<file path="src/rtl/multicycle_controller_pkg.sv">
// Shared types and encodings for the multi-cycle RV32I sequencing controller:
// FSM states, opcodes, ALUOp classes, datapath select codes and ALU control codes.
package multicycle_controller_pkg;

  typedef enum logic [3:0] {
    S_FETCH,
    S_DECODE,
    S_MEMADR,
    S_MEMREAD,
    S_MEMWB,
    S_MEMWRITE,
    S_EXEC_R,
    S_EXEC_I,
    S_ALUWB,
    S_BRANCH,
    S_JAL,
    S_LUI,
    S_TRAP
  } state_e;

  typedef enum logic [1:0] {
    ALU_OP_ADD   = 2'b00,
    ALU_OP_SUB   = 2'b01,
    ALU_OP_FUNCT = 2'b10
  } alu_op_e;

  localparam logic [6:0] OP_LOAD   = 7'b0000011;
  localparam logic [6:0] OP_STORE  = 7'b0100011;
  localparam logic [6:0] OP_RTYPE  = 7'b0110011;
  localparam logic [6:0] OP_ITYPE  = 7'b0010011;
  localparam logic [6:0] OP_BRANCH = 7'b1100011;
  localparam logic [6:0] OP_JAL    = 7'b1101111;
  localparam logic [6:0] OP_LUI    = 7'b0110111;

  localparam logic [1:0] SRC_A_PC    = 2'b00;
  localparam logic [1:0] SRC_A_OLDPC = 2'b01;
  localparam logic [1:0] SRC_A_RS1   = 2'b10;
  localparam logic [1:0] SRC_A_ZERO  = 2'b11;  // constant 0 operand, used by LUI

  localparam logic [1:0] SRC_B_RS2  = 2'b00;
  localparam logic [1:0] SRC_B_IMM  = 2'b01;
  localparam logic [1:0] SRC_B_FOUR = 2'b10;

  localparam logic [1:0] RES_ALUOUT = 2'b00;
  localparam logic [1:0] RES_MEM    = 2'b01;
  localparam logic [1:0] RES_ALU    = 2'b10;

  localparam logic [2:0] EXT_I = 3'b000;
  localparam logic [2:0] EXT_S = 3'b001;
  localparam logic [2:0] EXT_B = 3'b010;
  localparam logic [2:0] EXT_J = 3'b011;
  localparam logic [2:0] EXT_U = 3'b100;

  localparam logic [3:0] ALU_ADD  = 4'h0;
  localparam logic [3:0] ALU_SUB  = 4'h1;
  localparam logic [3:0] ALU_SLL  = 4'h2;
  localparam logic [3:0] ALU_SLT  = 4'h3;
  localparam logic [3:0] ALU_SLTU = 4'h4;
  localparam logic [3:0] ALU_XOR  = 4'h5;
  localparam logic [3:0] ALU_SRL  = 4'h6;
  localparam logic [3:0] ALU_SRA  = 4'h7;
  localparam logic [3:0] ALU_OR   = 4'h8;
  localparam logic [3:0] ALU_AND  = 4'h9;

  // States that hold a memory request open and therefore count wait cycles.
  function automatic logic is_mem_state(state_e s);
    return (s == S_FETCH) || (s == S_MEMREAD) || (s == S_MEMWRITE);
  endfunction

endpackage

</file>
<file path="src/rtl/multicycle_controller_if.sv">
// Controller <-> datapath/memory bundle: instruction fields and status in, control out.
interface multicycle_controller_if;
  logic [6:0] op;
  logic [2:0] funct3;
  logic [6:0] funct7;
  logic       zero;
  logic       mem_ready;
  logic       mem_req;
  logic       mem_we;
  logic       sel_adr;
  logic       ir_we;
  logic       pc_we;
  logic       rf_we;
  logic [1:0] sel_alu_src_a;
  logic [1:0] sel_alu_src_b;
  logic [2:0] sel_ext;
  logic [1:0] sel_result;
  logic [3:0] alu_control;
  logic       trap;

  modport master (
    input  op, funct3, funct7, zero, mem_ready,
    output mem_req, mem_we, sel_adr, ir_we, pc_we, rf_we, sel_alu_src_a, sel_alu_src_b,
           sel_ext, sel_result, alu_control, trap
  );

  modport slave (
    output op, funct3, funct7, zero, mem_ready,
    input  mem_req, mem_we, sel_adr, ir_we, pc_we, rf_we, sel_alu_src_a, sel_alu_src_b,
           sel_ext, sel_result, alu_control, trap
  );
endinterface

</file>
<file path="src/rtl/multicycle_controller_alu_dec.sv">
// ALU decoder: maps the controller's ALUOp class plus funct3/funct7 to an ALU control code.
module multicycle_controller_alu_dec
  import multicycle_controller_pkg::*;
(
  input  alu_op_e    alu_op,
  input  logic [2:0] funct3,
  input  logic [6:0] funct7,
  output logic [3:0] alu_control
);

  logic alt;
  assign alt = (funct7 == 7'b0100000);

  always_comb begin
    alu_control = ALU_ADD;
    unique case (alu_op)
      ALU_OP_ADD: alu_control = ALU_ADD;
      ALU_OP_SUB: alu_control = ALU_SUB;
      ALU_OP_FUNCT: begin
        unique case (funct3)
          3'b000: alu_control = alt ? ALU_SUB : ALU_ADD;
          3'b001: alu_control = ALU_SLL;
          3'b010: alu_control = ALU_SLT;
          3'b011: alu_control = ALU_SLTU;
          3'b100: alu_control = ALU_XOR;
          3'b101: alu_control = alt ? ALU_SRA : ALU_SRL;
          3'b110: alu_control = ALU_OR;
          3'b111: alu_control = ALU_AND;
        endcase
      end
      default: alu_control = ALU_ADD;
    endcase
  end

endmodule

</file>
<file path="src/rtl/multicycle_controller.sv">
// Sequencing FSM for the multi-cycle RV32I core: drives datapath selects, write enables and the
// shared memory request per state, with a bus-wait timeout and a sticky trap state.
module multicycle_controller
  import multicycle_controller_pkg::*;
#(
  parameter state_e      RESET_STATE = S_FETCH,
  parameter int unsigned WAIT_MAX    = 255
) (
  input logic                     clk,
  input logic                     rst,
  multicycle_controller_if.master ctrl
);

  localparam int unsigned CntW = (WAIT_MAX > 0) ? $clog2(WAIT_MAX + 1) : 1;

  state_e          state_q, state_d;
  logic [CntW-1:0] wait_cnt_q, wait_cnt_d;
  alu_op_e         alu_op;
  logic [6:0]      funct7_dec;
  logic            branch_ok;
  logic            take;

  always_ff @(posedge clk or posedge rst) begin
    if (rst) begin
      state_q    <= RESET_STATE;
      wait_cnt_q <= '0;
    end else begin
      state_q    <= state_d;
      wait_cnt_q <= wait_cnt_d;
    end
  end

  assign branch_ok = (ctrl.funct3[2:1] == 2'b00);
  assign take      = ctrl.funct3[0] ? ~ctrl.zero : ctrl.zero;

  always_comb begin
    state_d    = state_q;
    wait_cnt_d = '0;
    unique case (state_q)
      S_FETCH:    if (ctrl.mem_ready) state_d = S_DECODE;
      S_MEMREAD:  if (ctrl.mem_ready) state_d = S_MEMWB;
      S_MEMWRITE: if (ctrl.mem_ready) state_d = S_FETCH;
      S_DECODE: begin
        unique case (ctrl.op)
          OP_LOAD, OP_STORE: state_d = S_MEMADR;
          OP_RTYPE:          state_d = S_EXEC_R;
          OP_ITYPE:          state_d = S_EXEC_I;
          OP_BRANCH:         state_d = S_BRANCH;
          OP_JAL:            state_d = S_JAL;
          OP_LUI:            state_d = S_LUI;
          default:           state_d = S_TRAP;
        endcase
      end
      S_MEMADR:                     state_d = (ctrl.op == OP_STORE) ? S_MEMWRITE : S_MEMREAD;
      S_EXEC_R, S_EXEC_I, S_JAL, S_LUI: state_d = S_ALUWB;
      S_MEMWB, S_ALUWB:             state_d = S_FETCH;
      S_BRANCH:                     state_d = branch_ok ? S_FETCH : S_TRAP;
      S_TRAP:                       state_d = S_TRAP;
      default:                      state_d = S_TRAP;
    endcase
    // Counter only advances while a request is stalled; any state change leaves it cleared.
    if (is_mem_state(state_q) && !ctrl.mem_ready && (WAIT_MAX != 0)) begin
      if (wait_cnt_q == CntW'(WAIT_MAX)) state_d = S_TRAP;
      else wait_cnt_d = wait_cnt_q + CntW'(1);
    end
  end

  always_comb begin
    ctrl.mem_req       = 1'b0;
    ctrl.mem_we        = 1'b0;
    ctrl.sel_adr       = 1'b0;
    ctrl.ir_we         = 1'b0;
    ctrl.pc_we         = 1'b0;
    ctrl.rf_we         = 1'b0;
    ctrl.sel_alu_src_a = SRC_A_PC;
    ctrl.sel_alu_src_b = SRC_B_RS2;
    ctrl.sel_ext       = EXT_I;
    ctrl.sel_result    = RES_ALUOUT;
    ctrl.trap          = 1'b0;
    alu_op             = ALU_OP_ADD;
    // Reset gates every output so a request in flight drops without waiting for a clock.
    if (!rst) begin
      unique case (state_q)
        S_FETCH: begin
          ctrl.mem_req       = 1'b1;
          ctrl.ir_we         = ctrl.mem_ready;
          ctrl.pc_we         = ctrl.mem_ready;
          ctrl.sel_alu_src_b = SRC_B_FOUR;
          ctrl.sel_result    = RES_ALU;
        end
        S_DECODE: begin
          ctrl.sel_alu_src_a = SRC_A_OLDPC;
          ctrl.sel_alu_src_b = SRC_B_IMM;
          ctrl.sel_ext       = (ctrl.op == OP_JAL) ? EXT_J : EXT_B;
        end
        S_MEMADR: begin
          ctrl.sel_alu_src_a = SRC_A_RS1;
          ctrl.sel_alu_src_b = SRC_B_IMM;
          ctrl.sel_ext       = (ctrl.op == OP_STORE) ? EXT_S : EXT_I;
        end
        S_MEMREAD: begin
          ctrl.mem_req = 1'b1;
          ctrl.sel_adr = 1'b1;
        end
        S_MEMWB: begin
          ctrl.rf_we      = 1'b1;
          ctrl.sel_result = RES_MEM;
        end
        S_MEMWRITE: begin
          ctrl.mem_req = 1'b1;
          ctrl.mem_we  = 1'b1;
          ctrl.sel_adr = 1'b1;
        end
        S_EXEC_R: begin
          ctrl.sel_alu_src_a = SRC_A_RS1;
          alu_op             = ALU_OP_FUNCT;
        end
        S_EXEC_I: begin
          ctrl.sel_alu_src_a = SRC_A_RS1;
          ctrl.sel_alu_src_b = SRC_B_IMM;
          alu_op             = ALU_OP_FUNCT;
        end
        S_ALUWB: ctrl.rf_we = 1'b1;
        S_BRANCH: begin
          ctrl.sel_alu_src_a = SRC_A_RS1;
          alu_op             = ALU_OP_SUB;
          ctrl.pc_we         = branch_ok & take;
        end
        S_JAL: begin
          ctrl.sel_alu_src_a = SRC_A_OLDPC;
          ctrl.sel_alu_src_b = SRC_B_FOUR;
          ctrl.pc_we         = 1'b1;
        end
        S_LUI: begin
          ctrl.sel_alu_src_a = SRC_A_ZERO;
          ctrl.sel_alu_src_b = SRC_B_IMM;
          ctrl.sel_ext       = EXT_U;
        end
        S_TRAP:  ctrl.trap = 1'b1;
        default: ctrl.trap = 1'b0;
      endcase
    end
  end

  // I-type funct7 bits are immediate data; only srai carries a real alternate-op bit there.
  assign funct7_dec = ((state_q == S_EXEC_I) && (ctrl.funct3 != 3'b101)) ? 7'b0 : ctrl.funct7;

  multicycle_controller_alu_dec u_alu_dec (
    .alu_op      (alu_op),
    .funct3      (ctrl.funct3),
    .funct7      (funct7_dec),
    .alu_control (ctrl.alu_control)
  );

endmodule

</file>
<file path="src/flat_wrapper.sv">
// flat-port wrapper written by rule: the top's interface ports become plain ports
module multicycle_controller_flat import multicycle_controller_pkg::*;
#(
  parameter state_e      RESET_STATE = S_FETCH,
  parameter int unsigned WAIT_MAX    = 255
)
  (clk, rst, ctrl_op, ctrl_funct3, ctrl_funct7, ctrl_zero, ctrl_mem_ready, ctrl_mem_req, ctrl_mem_we, ctrl_sel_adr, ctrl_ir_we, ctrl_pc_we, ctrl_rf_we, ctrl_sel_alu_src_a, ctrl_sel_alu_src_b, ctrl_sel_ext, ctrl_sel_result, ctrl_alu_control, ctrl_trap);
  multicycle_controller_if ctrl_i ();
  input logic clk;
  input logic rst;
  input wire logic [$bits(ctrl_i.op)-1:0] ctrl_op;
  input wire logic [$bits(ctrl_i.funct3)-1:0] ctrl_funct3;
  input wire logic [$bits(ctrl_i.funct7)-1:0] ctrl_funct7;
  input wire logic [$bits(ctrl_i.zero)-1:0] ctrl_zero;
  input wire logic [$bits(ctrl_i.mem_ready)-1:0] ctrl_mem_ready;
  output wire logic [$bits(ctrl_i.mem_req)-1:0] ctrl_mem_req;
  output wire logic [$bits(ctrl_i.mem_we)-1:0] ctrl_mem_we;
  output wire logic [$bits(ctrl_i.sel_adr)-1:0] ctrl_sel_adr;
  output wire logic [$bits(ctrl_i.ir_we)-1:0] ctrl_ir_we;
  output wire logic [$bits(ctrl_i.pc_we)-1:0] ctrl_pc_we;
  output wire logic [$bits(ctrl_i.rf_we)-1:0] ctrl_rf_we;
  output wire logic [$bits(ctrl_i.sel_alu_src_a)-1:0] ctrl_sel_alu_src_a;
  output wire logic [$bits(ctrl_i.sel_alu_src_b)-1:0] ctrl_sel_alu_src_b;
  output wire logic [$bits(ctrl_i.sel_ext)-1:0] ctrl_sel_ext;
  output wire logic [$bits(ctrl_i.sel_result)-1:0] ctrl_sel_result;
  output wire logic [$bits(ctrl_i.alu_control)-1:0] ctrl_alu_control;
  output wire logic [$bits(ctrl_i.trap)-1:0] ctrl_trap;
  assign ctrl_i.op = ctrl_op;
  assign ctrl_i.funct3 = ctrl_funct3;
  assign ctrl_i.funct7 = ctrl_funct7;
  assign ctrl_i.zero = ctrl_zero;
  assign ctrl_i.mem_ready = ctrl_mem_ready;
  assign ctrl_mem_req = ctrl_i.mem_req;
  assign ctrl_mem_we = ctrl_i.mem_we;
  assign ctrl_sel_adr = ctrl_i.sel_adr;
  assign ctrl_ir_we = ctrl_i.ir_we;
  assign ctrl_pc_we = ctrl_i.pc_we;
  assign ctrl_rf_we = ctrl_i.rf_we;
  assign ctrl_sel_alu_src_a = ctrl_i.sel_alu_src_a;
  assign ctrl_sel_alu_src_b = ctrl_i.sel_alu_src_b;
  assign ctrl_sel_ext = ctrl_i.sel_ext;
  assign ctrl_sel_result = ctrl_i.sel_result;
  assign ctrl_alu_control = ctrl_i.alu_control;
  assign ctrl_trap = ctrl_i.trap;
  multicycle_controller #(.RESET_STATE(RESET_STATE), .WAIT_MAX(WAIT_MAX)) u_core (.clk(clk), .rst(rst), .ctrl(ctrl_i));
endmodule
</file>
<file path="config.mk">
export PLATFORM = sky130hd
export DESIGN_NAME = multicycle_controller_flat
export DESIGN_NICKNAME = d
export VERILOG_FILES = /design/src/rtl/multicycle_controller_pkg.sv /design/src/rtl/multicycle_controller_if.sv /design/src/rtl/multicycle_controller_alu_dec.sv /design/src/rtl/multicycle_controller.sv /design/src/flat_wrapper.sv
export SDC_FILE = /design/constraint.sdc
export NUM_CORES = 1
export LEC_CHECK = 0
export ABC_AREA = 1
export CAP_MARGIN = 25
export CELL_PAD_IN_SITES_DETAIL_PLACEMENT = 1
export CELL_PAD_IN_SITES_GLOBAL_PLACEMENT = 1
export CORE_MARGIN = 3
export CORE_UTILIZATION = 30
export DETAILED_ROUTE_END_ITERATION = 12
export PLACE_DENSITY = 0.8
export SLEW_MARGIN = 5
export SYNTH_ARGS = -nofsm -noshare
export SYNTH_HDL_FRONTEND = slang
export SYNTH_SLANG_ARGS = --single-unit
export TNS_END_PERCENT = 1
</file>
<file path="constraint.sdc">
create_clock -name clk -period 1.75 [get_ports clk]
set_input_delay 0.175 -clock clk [delete_from_list [all_inputs] [get_ports clk]]
set_output_delay 0.175 -clock clk [all_outputs]
set_load 0.02 [all_outputs]
</file>
==> qor.yml, run 1 <==
sta:
  finalHoldViolCount: 0
  fin_tns_setup_ns: -1.01
  max_freq_ghz: 0.527
  slew-limit-headroom_pct: 79.3
  setup_viol: 11
  drv_slew: 0
  finalWorstPathRequiredPeriod_ns: 1.90
  timing.clock.skew_ns: 0.0113
  rsz0062_at_grt: "true"
  worst_slew_pin_slew_ns: 0.309
  final_min_period_over_clock_period_pct: 108
  setup_slack_ns: -0.147
routing:
  via_count: 1582
  drc: 0
  vias_per_cell: 4.82
  antenna_violating_nets_post_route: 0
  wirelength_um: 4740
  drt_first_pass_iters: 6
  drt_iter0_drc: 62
  avgRoutedWirePerCell_um: 14.5
worst_hold_path:
  hp-class: "in -> async"
power:
  vdd_drop_max_mv: 0.412
  leakagePower_nw: 0.980
  power.density_mw_per_mm2: 343
  fin_total_pwr_uw: 728
synthesis:
  syn_nets: 213
  synth.distinct_cells: 27
  async_reset_ff_share_pct: 100
  synth_edf_count: 0
  ys_seq_elements: 12
  synth.cell_area_mm2: 0.00117
  yosys_most_used_dff: "dfrtp_1"
  post_synth.cell_area_avg_um2: 6.22
  synth-seq-area-share_pct: 25.6
  synthDominantAreaCellType: "dfrtp_1"
  synthesis.instances: 189
  yosys-top-cells-area: "dfrtp_1 26%, nand2_1 14%, nor2_1 12%"
  synth.top_cell.area_share_pct: 25.6
  ys.warnings.count: 0
global_routing:
  met1_usage_pct: 23.6
  number_of_global_route_vias_before_repair: 1594
  grt_antenna_before_repair: 0
  top_usage_layer: "met2"
  grt_pass1_wl_um: 7200
  grt_max_degree: 10
  grt_util_met2_pct: 38.5
  grt.total_usage_pct: 20.2
  grt_overflow_total: 0
  use_met3_pct: 3.89
die:
  area_of_the_core_region_mm2: 0.00372
  dieArea_mm2: 0.00470
  dieHeight_um: 68.6
  io_pins: 41
  starting_density_of_the_core_pct: 31.6
  num_rows: 22
  dieWidth_um: 68.6
clock_network:
  clk_root_buffer_cell: "clkbuf_8"
  cts.htree.levels: 1
  tritoncts_clock_tree: "built"
  clock_sinks: 12
  clkLatencyLatePin_ns: 0.25
  cts_made_buffers: 3
  clk_transition_reported_paths_ns: 0.06
  cts_max_path_buffers: 2
  ctsHoldBuffers: 0
finish:
  share_of_final_layout_standard_cells_stronger_than_drive_strength_1_pct: 40.4
  fillCellCount: 488
  postLayoutCoreUtil_pct: 57.1
  commonest_non_fill_non_tap_cell_in_the_layout: "buf_4"
  layout.cells.most_common_list: "59 x buf_4, 41 x nand2_1, 30 x nor2_1, 21 x inv_1, 19 x clkdlybuf4s50_1"
  syn_to_final_growth_pct: 80.5
  insertedDiodeCount: 0
  net_total_in_the_final_layout: 305
  finalNonFillerCells: 328
run:
  drv.max_cap_violation_count: 0
placed_design:
  buffer_ports.inserted: 40
  dp.cells: 322
  rd_place_congestion: 0.804
  dp_slack_ns: -0.571
  dp_hpwl_um: 3620
setup_path:
  path_max_fanout: 4
  critPathArrivalTime_ns: 1.72
  startpoint_type: "register"
  path_class: "reg -> out"
  timing.critical_path.to_type: "output port"
  cp_data_required_time_ns: 1.57
status:
  violations: "negative setup slack"
  status: "complete, but fails checks"
[critical path, stage by stage (launching register included)]
cell and delay [ns]:
dfrtp_2 0.45, nor2_4 0.16, nand2_4 0.08, nor2_4 0.09, inv_2 0.05, ha_4 0.24, inv_4 0.06, nand3_2 0.08
a21oi_2 0.12, buf_6 0.13
[path summary, 6_finish.rpt]
check / depth (start not counted) / slack (ns) / startpoint / to
min: 4 / 0.31 / rst / u_core.wait_cnt_q[4]$_DFF_PP0_
min reg2reg: 1 / 0.47 / u_core.wait_cnt_q[0]$_DFF_PP0_ / u_core.wait_cnt_q[0]$_DFF_PP0_
max: 9 / -0.15 / u_core.state_q[2]$_DFF_PP0_ / ctrl_alu_control[1]
min in group clk: 1 / 0.47 / u_core.wait_cnt_q[0]$_DFF_PP0_ / u_core.wait_cnt_q[0]$_DFF_PP0_
max reg2reg: 8 / 0.10 / u_core.state_q[2]$_DFF_PP0_ / u_core.wait_cnt_q[6]$_DFF_PP0_
max in group asynchronous: 5 / 1.21 / rst / u_core.state_q[3]$_DFF_PP0_
[synth_stat cells (3+ instances only)]
| master | instances |
|---|---|
| dfrtp_1 | 12 |
| nand4_1 | 4 |
| inv_1 | 23 |
| inv_2 | 5 |
| nand2_1 | 44 |
| a31oi_1 | 4 |
| nor2_1 | 36 |
| nand3_1 | 12 |
| a21oi_1 | 11 |
| nor2_2 | 5 |
| nand2_2 | 4 |
| nor3_1 | 7 |
| ha_1 | 3 |
[through the flow]
step | cell area [um2] | hold slack (ns)
CTS | 2020 | 0.475
global route | 2120 | 0.345
global placement | 1980 | 0.448
floorplan | 1180 | 0.0562
detailed placement | 1980 | 0.467
finish | 2120 | 0.307
[cell families (layout without fill, tap and decap cells)]
group / after synthesis / after routing / synth area share, %
buffers and inverters: 30 / 121 / 9.58
DFF: 12 / 12 / 25.6
adders and majority gates: 3 / 3 / 3.20
and+or+nand+nor: 123 / 123 / 50.6
AOI/OAI and AO/OA: 17 / 17 / 8.09
xor gates and xnor gates: 4 / 4 / 2.98
[flip-flops by register name (all words and copies together), names as in the netlist]
signal,flops
u_core.state_q,4
u_core.wait_cnt_q,8
[report_power, final]
group | total [mW] | leakage, nW | internal [mW] | switching (mW)
clock network | 0.314 | 0.0288 | 0.199 | 0.115
logic | 0.137 | 0.795 | 0.0761 | 0.0606
registers | 0.278 | 0.157 | 0.278 | 0
[timing repair]
item / in CTS / in global routing
buffers inserted: 0 / 2
pin swaps: 1 / 3
resized for setup: 92 / 31
endpoints found under the setup margin: 20 / 17
[final cells by class]
type / count / area [um2] / share of cell area, %
well taps: 48 / 60.1 / 2.83
multi-input cells: 147 / 867 / 40.9
flip-flops and latches: 12 / 303 / 14.3
clock buffers: 4 / 55.1 / 2.60
repair buffers: 88 / 724 / 34.2
inverters: 29 / 111 / 5.25
[routing by layer]
metal  vias to the layer above  wire [um]  share of wire [%]
met5                         -          0                  0
met3                         5        150                3.2
li1                        787          -                  -
met4                         0         21               0.44
met1                       759       2040                 43
met2                        31       2530                 53
(Power assumes the default switching activity.)
==> inputs of run 2 (changes only) <==
--- a/config.mk
+++ b/config.mk
@@ -9,10 +9,11 @@
 export CAP_MARGIN = 25
 export CELL_PAD_IN_SITES_DETAIL_PLACEMENT = 1
 export CELL_PAD_IN_SITES_GLOBAL_PLACEMENT = 1
+export CORE_ASPECT_RATIO = 0.7
 export CORE_MARGIN = 3
 export CORE_UTILIZATION = 30
 export DETAILED_ROUTE_END_ITERATION = 12
-export PLACE_DENSITY = 0.8
+export PLACE_DENSITY_LB_ADDON = 0.1
 export SLEW_MARGIN = 5
 export SYNTH_ARGS = -nofsm -noshare
 export SYNTH_HDL_FRONTEND = slang
==> run 2 against run 1 <==
  * Sequential share of layout area shrank 0.059 points
  * Largest cell class unchanged
  * Critical path type unchanged
  * Via count up 4.7%
  * Maximum frequency is 2.1% lower
  * Clock power is essentially flat
  * The run still ends with negative setup slack left
  * Clock skew increased by 0.00078 ns
  * First-iteration DRC count up 18%
  * Register-to-register slack barely moved
  * Die area rose by 0.25%
==> qor.yml, run 2 (synthesized netlist as in run 1, its figures left out) <==
finish:
  largest_reg_by_ff_count: "u_core.wait_cnt_q"
  finalNonFillerCells: 331  # +0.91%
  syn_to_final_growth_pct: 81.3
  insertedDiodeCount: 0  # unchanged
  top_regs: "u_core.wait_cnt_q (8), u_core.state_q (4)"
  largest_register_ff_count: 8  # unchanged
  commonest_non_fill_non_tap_cell_in_the_layout: "buf_4"
  layout.cells.most_common_list: "57 x buf_4, 40 x nand2_1, 29 x nor2_1, 21 x inv_1, 19 x clkdlybuf4s50_1"
  net_total_in_the_final_layout: 306  # +0.33%
  final_design_area_no_fill_mm2: 0.00213  # +0.41%
  share_of_final_layout_standard_cells_stronger_than_drive_strength_1_pct: 41.3  # +0.92 points
routing:
  avgRoutedWirePerCell_um: 16.4  # +13%
  wirelength_um: 5430  # +14%
  drt_first_pass_iters: 6  # unchanged
  vias_per_cell: 5.01  # +3.8%
  drc: 0  # unchanged
  drt_iter0_drc: 73  # +18%
  antenna_violating_nets_post_route: 0  # unchanged
  via_count: 1657  # +4.7%
sta:
  setup_viol: 11  # unchanged
  drv_slew: 0  # unchanged
  worst_slew_pin_slew_ns: 0.313  # +0.00374 ns
  slew-limit-headroom_pct: 79.0  # -0.32 points
  timing.clock.skew_ns: 0.0121  # +0.000785 ns
  finalHoldViolCount: 0  # unchanged
  setup_slack_ns: -0.188  # -0.0400 ns
  fin_tns_setup_ns: -0.899  # +0.106 ns
  max_freq_ghz: 0.516  # -2.1%
  final_min_period_over_clock_period_pct: 111  # +2.3 points
  rsz0062_at_grt: "true"
  hold_ws_ns: 0.336  # +0.0289 ns
  finalWorstPathRequiredPeriod_ns: 1.94  # +0.0400 ns
global_routing:
  use_met3_pct: 4.13  # +0.24 points
  number_of_global_route_vias_before_repair: 1670  # +4.8%
  met1_usage_pct: 33.6  # +10 points
  top_usage_layer: "met2"
  grt.total_usage_pct: 23.2  # +3.0 points
  grt_util_met2_pct: 36.9  # -1.6 points
  grt_overflow_total: 0  # unchanged
  grt_pass1_wl_um: 8370  # +16%
  grt_max_degree: 10  # unchanged
  grt_antenna_before_repair: 0  # unchanged
setup_path:
  cp_cell_sequence: "nor2_4 > nand2_2 > nor2_4 > ha_4 > nand2_1 > a21oi_1 > a21oi_1 > nor2_1 > buf_4"
  cell_type_group_with_the_largest_total_delay_on_the_critical_path: "simple AND/OR/NAND/NOR gates"
  buffers_inverters_on_critical_path: 1  # -2
  max_stage_delay_ns: 0.44  # about the same
  worst_reg_to_reg_cells: 11  # +3
  path_max_fanout: 3  # -1
  crit_slowest_cell: "dfrtp_2"
  path_class: "reg -> out"
  cp_data_required_time_ns: 1.57  # about the same
  critPathArrivalTime_ns: 1.76  # +0.04 ns
  timing.critical_path.to_type: "output port"
  worst_path_depth: 9  # unchanged
  startpoint_type: "register"
status:
  violations: "negative setup slack"
  status: "complete, but fails checks"
power:
  power.density_mw_per_mm2: 342  # -0.28%
  pwr-share-clk_pct: 42.9  # -0.2 points
  intPower_uw: 552  # -0.10%
  power.combinational.fraction_pct: 19.0  # +0.2 points
  power_switching_uw: 177  # +0.86%
  vdd_drop_max_mv: 0.284  # -31%
  power.sequential.fraction_pct: 38.1  # about the same
  leakagePower_nw: 0.994  # +1.4%
  switching_share_pct: 24.3  # +0.18 points
die:
  dieWidth_um: 80.8  # +18%
  dieHeight_um: 58.4  # -15%
  dieArea_mm2: 0.00472  # +0.25%
  num_rows: 18  # -18%
  io_pins: 41  # unchanged
  area_of_the_core_region_mm2: 0.00365  # -1.8%
  starting_density_of_the_core_pct: 32.2  # +0.59 points
placed_design:
  rd_place_congestion: 0.826  # +2.8%
  dp_hpwl_um: 4240  # +17%
  detailed_place.area_mm2: 0.00198  # -0.25%
  dp_slack_ns: -0.587  # -0.0162 ns
  dp.cells: 323  # +0.31%
  buffer_ports.inserted: 40  # unchanged
clock_network:
  tritoncts_clock_tree: "built"
  cts_made_buffers: 3  # unchanged
  clk_transition_reported_paths_ns: 0.06  # about the same
  clk_root_buffer_cell: "clkbuf_8"
  clock_sinks: 12  # unchanged
  clkLatencyLatePin_ns: 0.25  # about the same
  cts.htree.levels: 1  # unchanged
  ctsHoldBuffers: 0  # unchanged
  cts_max_path_buffers: 2  # unchanged
worst_hold_path:
  hp-class: "in -> async"
run:
  drv.max_cap_violation_count: 0  # unchanged
-- run 2: cell count changes in the layout (fill, tap and decap cells not counted), moves of 2 or more --
cell,change
a21oi_2,-2
buf_4,-2
nand3_2,-2
buf_2,+2
a21oi_1,+2
-- run 2: through the flow --
step / utilization (%) / power [mW]
6_report: 58.4 / 0.729
3_3_place_gp: 54.1 / 0.410
4_1_cts: 56.0 / 0.728
5_1_grt: 58.4 / 0.757
3_5_place_dp: 54.1 / 0.416
2_1_floorplan: - / 0.321
-- run 2: cell type report --
cell class	count	area, um2
fill	491	1520
multi-input combinational	147	872
timing repair buffer	89	726
inverter	29	111
clock buffer	4	55.1
tap	50	62.6
sequential	12	303
-- run 2: path summary, 6_finish.rpt --
path / from / end / slack [ns]
min in group clk: u_core.wait_cnt_q[0]$_DFF_PP0_ / u_core.wait_cnt_q[0]$_DFF_PP0_ / 0.48
worst min register to register: u_core.wait_cnt_q[0]$_DFF_PP0_ / u_core.wait_cnt_q[0]$_DFF_PP0_ / 0.48
worst max register to register: u_core.state_q[0]$_DFF_PP0_ / u_core.state_q[2]$_DFF_PP0_ / 0.09
worst min-delay path: rst / u_core.wait_cnt_q[7]$_DFF_PP0_ / 0.34
worst max-delay path: u_core.state_q[3]$_DFF_PP0_ / ctrl_alu_control[0] / -0.19
max in group asynchronous: rst / u_core.state_q[2]$_DFF_PP0_ / 1.20
-- run 2: per-layer routing --
metal  vias to the layer above  routed length [um]  part of all wire, %
met5                         -                   0                    0
li1                        792                   -                    -
met4                         0                  50                 0.92
met1                       802                2600                   48
met2                        55                2540                   47
met3                         8                 241                  4.4
-- run 2: repair_timing --
action                     CTS  global route
buffers inserted             1             3
resized for setup           95            29
setup endpoints to repair   20            21
pin swaps                    6             5
hold endpoints to repair     0             0
-- run 2: tightest hold or removal path: cells and delay by family --
family / cells / cell delay, ns
buf+inv: 4 / 0.75
-- run 2: power groups by stage --
stage | sequential (mW) | clock [mW] | combinational (mW)
CTS | 0.278 | 0.314 | 0.136
finish | 0.278 | 0.313 | 0.139
global placement | 0.283 | 0 | 0.127
global route | 0.277 | 0.329 | 0.150
detailed placement | 0.283 | 0 | 0.134
floorplan | 0.283 | 0 | 0.0388
